==> src/rtl/uart_pkg.sv <==
// Shared types and helpers for the configurable UART receiver (and the planned transmitter).
package uart_pkg;

  typedef enum logic [1:0] {
    NONE = 2'd0,
    ODD  = 2'd1,
    EVEN = 2'd2
  } parity_e;

  typedef enum logic [2:0] {
    ST_IDLE     = 3'd0,
    ST_START    = 3'd1,
    ST_DATA     = 3'd2,
    ST_PARITY   = 3'd3,
    ST_STOP     = 3'd4,
    ST_BRK_WAIT = 3'd5
  } uart_rx_state_t;

  // Clocks per oversample tick, rounded to nearest.
  function automatic int calc_div(input int clk_hz, input int baud, input int os);
    longint den;
    den = longint'(baud) * longint'(os);
    return int'((longint'(clk_hz) + den / 2) / den);
  endfunction

  function automatic bit params_legal(input int data_bits, input int parity,
                                      input int stop_bits, input int os);
    return (data_bits >= 5) && (data_bits <= 9) && (parity >= 0) && (parity <= 2) &&
           ((stop_bits == 1) || (stop_bits == 2)) && ((os == 8) || (os == 16));
  endfunction

endpackage

==> src/rtl/uart_baud_tick.sv <==
// One-clock tick every DIV clocks; free-running, never resynchronised to the line.
module uart_baud_tick #(
  parameter int DIV = 1
) (
  input  logic clk,
  input  logic rst,
  output logic tick
);
  localparam int W = (DIV > 1) ? $clog2(DIV) : 1;
  localparam logic [W-1:0] LAST = W'(DIV - 1);

  logic [W-1:0] cnt;

  always_ff @(posedge clk or posedge rst) begin
    if (rst) begin
      cnt  <= '0;
      tick <= 1'b0;
    end else begin
      cnt  <= (cnt == LAST) ? '0 : cnt + 1'b1;
      tick <= (cnt == LAST);
    end
  end
endmodule

==> src/rtl/uart_rx_cfg.sv <==
// Configurable UART receiver with 3-sample majority, parity/framing/break reporting.
// Define UART_RX_FIFO_EN for a 4-entry output FIFO with data_ready back-pressure.
module uart_rx_cfg import uart_pkg::*; #(
  parameter int CLK_HZ     = 50_000_000,
  parameter int BAUD       = 115200,
  parameter int DATA_BITS  = 8,
  parameter int PARITY     = 0,
  parameter int STOP_BITS  = 1,
  parameter int OVERSAMPLE = 16
) (
  input  logic                 clk,
  input  logic                 rst,
  input  logic                 rx,
  output logic [DATA_BITS-1:0] data_out,
  output logic                 data_valid,
  input  logic                 data_ready,
  output logic                 parity_err,
  output logic                 frame_err,
  output logic                 break_det,
  output logic                 overrun_err
);
  localparam int DIV = calc_div(CLK_HZ, BAUD, OVERSAMPLE);
  localparam int MID = OVERSAMPLE / 2;
  localparam int SW  = $clog2(OVERSAMPLE);
  localparam logic [SW-1:0] S_M0   = SW'(MID - 1);
  localparam logic [SW-1:0] S_M    = SW'(MID);
  localparam logic [SW-1:0] S_MID1 = SW'(MID + 1);
  localparam logic [SW-1:0] S_END  = SW'(OVERSAMPLE - 1);
  localparam logic [3:0]    IDX_LAST = 4'(DATA_BITS - 1);

  localparam logic [2:0] S_IDLE     = ST_IDLE;
  localparam logic [2:0] S_START    = ST_START;
  localparam logic [2:0] S_DATA     = ST_DATA;
  localparam logic [2:0] S_PARITY   = ST_PARITY;
  localparam logic [2:0] S_STOP     = ST_STOP;
  localparam logic [2:0] S_BRK_WAIT = ST_BRK_WAIT;

  if (DIV < 1) begin : g_div_check
    $error("uart_rx_cfg: clock too slow for BAUD*OVERSAMPLE (DIV < 1)");
  end
  if (!params_legal(DATA_BITS, PARITY, STOP_BITS, OVERSAMPLE)) begin : g_param_check
    $error("uart_rx_cfg: illegal DATA_BITS/PARITY/STOP_BITS/OVERSAMPLE");
  end

  logic tick;
  uart_baud_tick #(.DIV(DIV)) u_tick (.clk(clk), .rst(rst), .tick(tick));

  logic rx_m, rx_s, rx_prev;
  always_ff @(posedge clk or posedge rst) begin
    if (rst) begin
      rx_m <= 1'b1;
      rx_s <= 1'b1;
    end else begin
      rx_m <= rx;
      rx_s <= rx_m;
    end
  end

  logic [2:0]           state;
  logic [SW-1:0]        s;
  logic [3:0]           idx;
  logic [DATA_BITS-1:0] shreg;
  logic v0, v1, pbit, perr, ferr, first_stop_low, stop_idx;
  logic maj, at_mid1, at_end, last_stop, cpl, cpl_ferr, cpl_brk;

  assign maj       = (v0 & v1) | (v0 & rx_s) | (v1 & rx_s);
  assign at_mid1   = (s == S_MID1);
  assign at_end    = (s == S_END);
  assign last_stop = (STOP_BITS == 1) || stop_idx;
  assign cpl       = tick && (state == S_STOP) && at_mid1 && last_stop;
  assign cpl_ferr  = ferr | ~maj;
  // Break: all-zero data, zero parity bit (pbit stays 0 without parity), first stop low.
  assign cpl_brk   = (shreg == '0) && !pbit && (stop_idx ? first_stop_low : ~maj);

  always_ff @(posedge clk or posedge rst) begin
    if (rst) begin
      state          <= S_IDLE;
      s              <= '0;
      idx            <= '0;
      shreg          <= '0;
      v0             <= 1'b1;
      v1             <= 1'b1;
      pbit           <= 1'b0;
      perr           <= 1'b0;
      ferr           <= 1'b0;
      first_stop_low <= 1'b0;
      stop_idx       <= 1'b0;
      rx_prev        <= 1'b1;
    end else if (tick) begin
      rx_prev <= rx_s;
      s       <= s + 1'b1;
      if (s == S_M0) v0 <= rx_s;
      if (s == S_M)  v1 <= rx_s;
      case (state)
        S_IDLE: if (rx_prev && !rx_s) begin
          state          <= S_START;
          s              <= '0;
          idx            <= '0;
          pbit           <= 1'b0;
          perr           <= 1'b0;
          ferr           <= 1'b0;
          first_stop_low <= 1'b0;
          stop_idx       <= 1'b0;
        end
        S_START: begin
          if (at_mid1 && maj) state <= S_IDLE;
          else if (at_end)    state <= S_DATA;
        end
        S_DATA: begin
          // LSB-first: after DATA_BITS shifts the first bit sits in shreg[0].
          if (at_mid1) shreg <= {maj, shreg[DATA_BITS-1:1]};
          if (at_end) begin
            if (idx == IDX_LAST) begin
              idx   <= '0;
              state <= (PARITY != 0) ? S_PARITY : S_STOP;
            end else begin
              idx <= idx + 1'b1;
            end
          end
        end
        S_PARITY: begin
          if (at_mid1) begin
            pbit <= maj;
            perr <= (PARITY == 1) ? ~(^shreg ^ maj) : (^shreg ^ maj);
          end
          if (at_end) state <= S_STOP;
        end
        S_STOP: begin
          if (at_mid1) begin
            if (last_stop) begin
              state <= cpl_brk ? S_BRK_WAIT : S_IDLE;
            end else begin
              ferr           <= cpl_ferr;
              first_stop_low <= ~maj;
            end
          end else if (at_end) begin
            stop_idx <= 1'b1;
          end
        end
        S_BRK_WAIT: if (rx_s) state <= S_IDLE;
        default: state <= S_IDLE;
      endcase
    end
  end

  always_ff @(posedge clk or posedge rst) begin
    if (rst) break_det <= 1'b0;
    else     break_det <= cpl && cpl_brk;
  end

`ifdef UART_RX_FIFO_EN
  // valid/ready: an entry transfers on any clock where data_valid && data_ready.
  logic [DATA_BITS+1:0] mem [4];
  logic [1:0] wp, rp;
  logic [2:0] cnt;
  logic pop, full, push_ok;

  assign data_valid = (cnt != 3'd0);
  assign full       = cnt[2];
  assign pop        = data_valid && data_ready;
  assign push_ok    = cpl && (!full || pop);
  assign {data_out, parity_err, frame_err} = mem[rp];

  always_ff @(posedge clk or posedge rst) begin
    if (rst) begin
      for (int i = 0; i < 4; i++) mem[i] <= '0;
      wp          <= '0;
      rp          <= '0;
      cnt         <= '0;
      overrun_err <= 1'b0;
    end else begin
      if (push_ok) begin
        mem[wp] <= {shreg, perr, cpl_ferr};
        wp      <= wp + 2'd1;
      end
      if (pop) rp <= rp + 2'd1;
      cnt         <= cnt + 3'(push_ok) - 3'(pop);
      overrun_err <= cpl && full && !pop;
    end
  end
`else
  logic unused_ready;
  assign unused_ready = data_ready;
  assign overrun_err  = 1'b0;

  always_ff @(posedge clk or posedge rst) begin
    if (rst) begin
      data_out   <= '0;
      data_valid <= 1'b0;
      parity_err <= 1'b0;
      frame_err  <= 1'b0;
    end else begin
      data_valid <= cpl;
      if (cpl) begin
        data_out   <= shreg;
        parity_err <= perr;
        frame_err  <= cpl_ferr;
      end
    end
  end
`endif

endmodule

==> config.mk <==
export PLATFORM = sky130hd
export DESIGN_NAME = uart_rx_cfg
export DESIGN_NICKNAME = d
export VERILOG_FILES = /design/src/rtl/uart_pkg.sv /design/src/rtl/uart_baud_tick.sv /design/src/rtl/uart_rx_cfg.sv
export SDC_FILE = /design/constraint.sdc
export NUM_CORES = 1
export LEC_CHECK = 0
export ABC_AREA = 1
export CORE_UTILIZATION = 49
export CTS_CLUSTER_SIZE = 24
export DETAILED_ROUTE_END_ITERATION = 8
export GPL_TIMING_DRIVEN = 0
export PLACE_DENSITY = 0.69
export SLEW_MARGIN = 20
export SYNTH_ARGS = -nofsm -noshare
export SYNTH_HDL_FRONTEND = slang
export SYNTH_HIERARCHICAL = 1
export SYNTH_SLANG_ARGS = --single-unit
==> constraint.sdc <==
create_clock -name clk -period 1.84 [get_ports clk]
set_clock_uncertainty 0.05 [all_clocks]
set_input_delay 0.368 -clock clk [delete_from_list [all_inputs] [get_ports clk]]
set_output_delay 0.368 -clock clk [all_outputs]
set_load 0.1 [all_outputs]
==> reports/summary.log <==
[final_layout] count of nets after finishing 299
[synth] warning count from the yosys run 6
[grt] maximum number of pins on one net before global-route repair 22
[detailed_routing] post-detailed-route via-to-cell ratio 4.893
[setup_path] Worst Setup Start Kind flop
[final_layout] synthesis-to-layout area growth 16.74%
[cts] buffer cell driving the clock tree root sky130_fd_sc_hd__clkbuf_8
[worst_hold_path] hold crit path type primary input to asynchronous set/reset pin
[grt] number of global-route vias before repair 1585
[cts] number of sinks driven by the clock tree 45
[cts] Clock Path Buffers 2
[cts] clock input transition at the sequential cells of the worst setup and hold paths 90 ps
[grt] global-route wire length before repair 6865 um
[placed_design] DP Wirelength 2902 um
[floorplanning] standard cell core area 4444 sq um
[floorplanning] starting density of the core 0.5180
[grt] overflow left after global routing 0
[detailed_routing] DR vias 1654
[detailed_routing] Detail Route Antenna Nets 0
[detailed_routing] detailed route wirelength on metal2 1774 um
[timing] final critical-path required period 1649 ps
[timing] final critical-path setup slack 191.2 ps
[synth] net count after synthesis 277
[timing] FMAX 606.5 MHz
[floorplanning] die outline width 70.55 um
[cts] Clock Latency Late Sink 310 ps
[synth] per-instance average area after synthesis 8.754 sq um
[synth] post-synthesis cell count 263
[timing] Final Hold Viols 0
[synth] sequential cell area fraction in the yosys report 0.4918
[synth] register bit total from synthesis 45
[setup_path] CP Data Required Time 1420 ps
[timing] share of the clock period used by the worst path after layout 0.8961
[flow_run] count of maximum capacitance violations 0
[setup_path] family of cells with the greatest summed delay on the critical path buffers and inverters
[detailed_routing] First-pass DRT Iterations 8
[timing] Final Max Tran Viols 0
[status] run status finished with violations
[floorplanning] standard-cell row count 24
[detailed_routing] wirelength, routed 3894 um
[setup_path] slowest stage cell, crit path sky130_fd_sc_hd__clkdlybuf4s15_2
[synth] combined area of all synthesized cells 2302 sq um
[placed_design] number of buffers added on ports 14
[final_layout] share of layout cells above drive strength 1 0.2517
[detailed_routing] number of DRC markers in iteration 0 92
[cts] number of buffers inserted during clock tree synthesis 5
[cts] TritonCTS clock tree built
[pwr] PD cells 725.6 nW/um^2
[cts] CTS H-tree lvls 2
[grt] GRT Total Usage 0.1783
[setup_path] critical path endpoint category primary output
[setup_path] CP cell instances clkdlybuf4s15_2
[detailed_routing] detail-routed net length per standard cell 11.52 um
[setup_path] Critical Path AT 1230 ps
[status] violations in the final reports DRC
[final_layout] ANT cells 0
[detailed_routing] highest routing layer actually used met4
[floorplanning] count of boundary I/O pins 17
[setup_path] Max FO, Critical Path 2
[setup_path] CP peak stage delay 560 ps
[setup_path] CP Buf/Inv Count 1
[timing] worst hold slack after final layout 273.8 ps
[grt] initial antenna violation count 0
[timing] unrepaired setup endpoints after global routing no
[detailed_routing] Met3 Routed Length 131 um
[pwr] maximum vdd ir drop 0.6349 mV
[placed_design] worst-case setup slack after placement -43.66 ps
[setup_path] critical path start-end classification flop to primary output
[floorplanning] full die area 4977 sq um
[pwr] Static Leakage 1.247 nW
[timing] Worst slew margin 0.6342
[placed_design] global placement routability congestion 0.8478
[detailed_routing] Routed met1 length 1918 um
[floorplanning] die extent in y 70.55 um
[detailed_routing] DRC errors left 6
[synth] number of distinct library cells after synthesis 29
[timing] Final Setup Violations 0
[timing] actual transition at the worst max-transition pin 551.2 ps
cell type report:
class,instances,area [sq um]
timing repair buffer,15,182.7
clock inverter,3,68.82
inverter,37,138.9
sequential,45,1132
fill,380,1757
buffer,5,42.54
tap,52,65.06
multi-input combinational,176,988.4
clock buffer,5,68.82
repair_timing:
action                                  in CTS  in global routing
endpoints found under the setup margin      12                  0
gates resized for setup                     36                  0
setup buffers                                0                  0
hold buffers                                 0                  0
metrics by stage:
stage               cells  instance area [sq um]  setup TNS [ps]  total power [mW]    util
finish                338                   2688               0             1.950  0.6047
floorplan             263                   2302               0             1.046       -
detailed placement    330                   2535          -341.6             1.067  0.5704
global route          338                   2688               0             2.013  0.6047
CTS                   338                   2688               0             1.966  0.6047
global placement      329                   2507          -13460             1.058  0.5642
logic make-up after synthesis:
group / count (synthesis) / share of synthesized area
compound gates: 33 / 0.09348
xor+xnor: 6 / 0.02283
fa+ha+maj: 10 / 0.05435
buf+inv: 42 / 0.07880
other cells: 1 / 0.001629
simple gates: 126 / 0.2571
flops: 45 / 0.4918
path summary, 6_finish.rpt:
path | endpoint | start | slack, ps | cells after the start
worst min register to register | rx_s$_DFF_PP1_ | rx_m$_DFF_PP1_ | 300 | 0
min in group clk | rx_s$_DFF_PP1_ | rx_m$_DFF_PP1_ | 300 | 0
worst min-delay path | u_tick/cnt[4]$_DFF_PP0_ | rst | 270 | 2
max in group asynchronous | v0$_DFFE_PP1P_ | rst | 850 | 3
worst max register to register | data_out[0]$_DFFE_PP0N_ | s[1]$_DFFE_PP0P_ | 210 | 8
worst max-delay path | frame_err | frame_err$_DFFE_PP0N_ | 190 | 1
routing by layer:
metal,up-vias,GRT usage
met5,-,0
li1,879,-
met1,749,0.2180
met2,18,0.2967
met4,0,0.07778
met3,8,0.05128
layout by cell type, fill, tap and decap left out:
master                            synthesis  layout
sky130_fd_sc_hd__or2_2                    1       1
sky130_fd_sc_hd__bufinv_16                0       2
sky130_fd_sc_hd__clkbuf_8                 0       5
sky130_fd_sc_hd__xor2_1                   3       3
sky130_fd_sc_hd__ha_1                    10      10
sky130_fd_sc_hd__a21oi_1                  4       4
sky130_fd_sc_hd__buf_2                    1       1
sky130_fd_sc_hd__o21ai_1                 15      15
sky130_fd_sc_hd__clkdlybuf4s15_2          0      12
sky130_fd_sc_hd__inv_6                    0       1
sky130_fd_sc_hd__clkdlybuf4s50_1          0       2
sky130_fd_sc_hd__inv_1                   26      25
sky130_fd_sc_hd__dfrtp_1                 40      40
sky130_fd_sc_hd__nor3_4                   1       1
sky130_fd_sc_hd__nand2_1                 68      68
sky130_fd_sc_hd__nor2_2                   3       3
sky130_fd_sc_hd__nand2_4                  1       1
sky130_fd_sc_hd__inv_2                   10      11
sky130_fd_sc_hd__nor2_4                   2       2
sky130_fd_sc_hd__conb_1                   1       1
sky130_fd_sc_hd__nand3_2                  2       2
sky130_fd_sc_hd__nand4_1                  5       5
sky130_fd_sc_hd__nand3_1                 17      17
sky130_fd_sc_hd__buf_6                    2       2
sky130_fd_sc_hd__buf_4                    2       2
sky130_fd_sc_hd__xnor2_1                  3       3
sky130_fd_sc_hd__nor3_1                   5       5
sky130_fd_sc_hd__dfstp_2                  5       5
sky130_fd_sc_hd__clkinv_1                 1       1
sky130_fd_sc_hd__o21ai_2                 13      13
sky130_fd_sc_hd__a31oi_1                  1       1
sky130_fd_sc_hd__nand2_2                  6       6
sky130_fd_sc_hd__nor3_2                   1       1
sky130_fd_sc_hd__buf_16                   0       1
sky130_fd_sc_hd__nor2_1                  14      14
sequential cells by signal, indices dropped and copies added, names as in the netlist:
name and flops:
break_det 1, parity_err 1, rx_prev 1, v0 1, pbit 1, data_valid 1
idx 4, s 4, state 3, v1 1, stop_idx 1, data_out 8
frame_err 1, shreg 8, u_tick/cnt 5, u_tick/tick 1, rx_s 1, rx_m 1
perr 1
Yosys cell counts:
cell | instances | share of area
sky130_fd_sc_hd__nand2_1 | 68 | 0.11
sky130_fd_sc_hd__a21oi_1 | 4 | 0.0087
sky130_fd_sc_hd__inv_1 | 26 | 0.042
sky130_fd_sc_hd__buf_6 | 2 | 0.0098
sky130_fd_sc_hd__nand4_1 | 5 | 0.014
sky130_fd_sc_hd__buf_2 | 1 | 0.0022
sky130_fd_sc_hd__a31oi_1 | 1 | 0.0027
sky130_fd_sc_hd__o21ai_2 | 13 | 0.049
sky130_fd_sc_hd__clkinv_1 | 1 | 0.0016
sky130_fd_sc_hd__nand3_2 | 2 | 0.0087
sky130_fd_sc_hd__dfstp_2 | 5 | 0.057
sky130_fd_sc_hd__nor3_4 | 1 | 0.0071
sky130_fd_sc_hd__nor2_4 | 2 | 0.0098
sky130_fd_sc_hd__or2_2 | 1 | 0.0027
sky130_fd_sc_hd__xnor2_1 | 3 | 0.011
sky130_fd_sc_hd__o21ai_1 | 15 | 0.033
sky130_fd_sc_hd__xor2_1 | 3 | 0.011
sky130_fd_sc_hd__nand3_1 | 17 | 0.037
sky130_fd_sc_hd__nand2_4 | 1 | 0.0049
sky130_fd_sc_hd__nor2_2 | 3 | 0.0082
sky130_fd_sc_hd__nor3_2 | 1 | 0.0043
sky130_fd_sc_hd__nand2_2 | 6 | 0.016
sky130_fd_sc_hd__nor3_1 | 5 | 0.011
sky130_fd_sc_hd__nor2_1 | 14 | 0.023
sky130_fd_sc_hd__inv_2 | 10 | 0.016
sky130_fd_sc_hd__ha_1 | 10 | 0.054
sky130_fd_sc_hd__conb_1 | 1 | 0.0016
sky130_fd_sc_hd__dfrtp_1 | 40 | 0.43
sky130_fd_sc_hd__buf_4 | 2 | 0.0065
report_power, final:
group	internal [mW]	switching, mW	total [mW]
Combinational	0.0140	0.0351	0.0491
Clock	0.547	0.358	0.905
Sequential	0.994	0.00198	0.996
Total	1.55	0.395	1.95
Note: power is estimated with default switching activity, not from simulation.
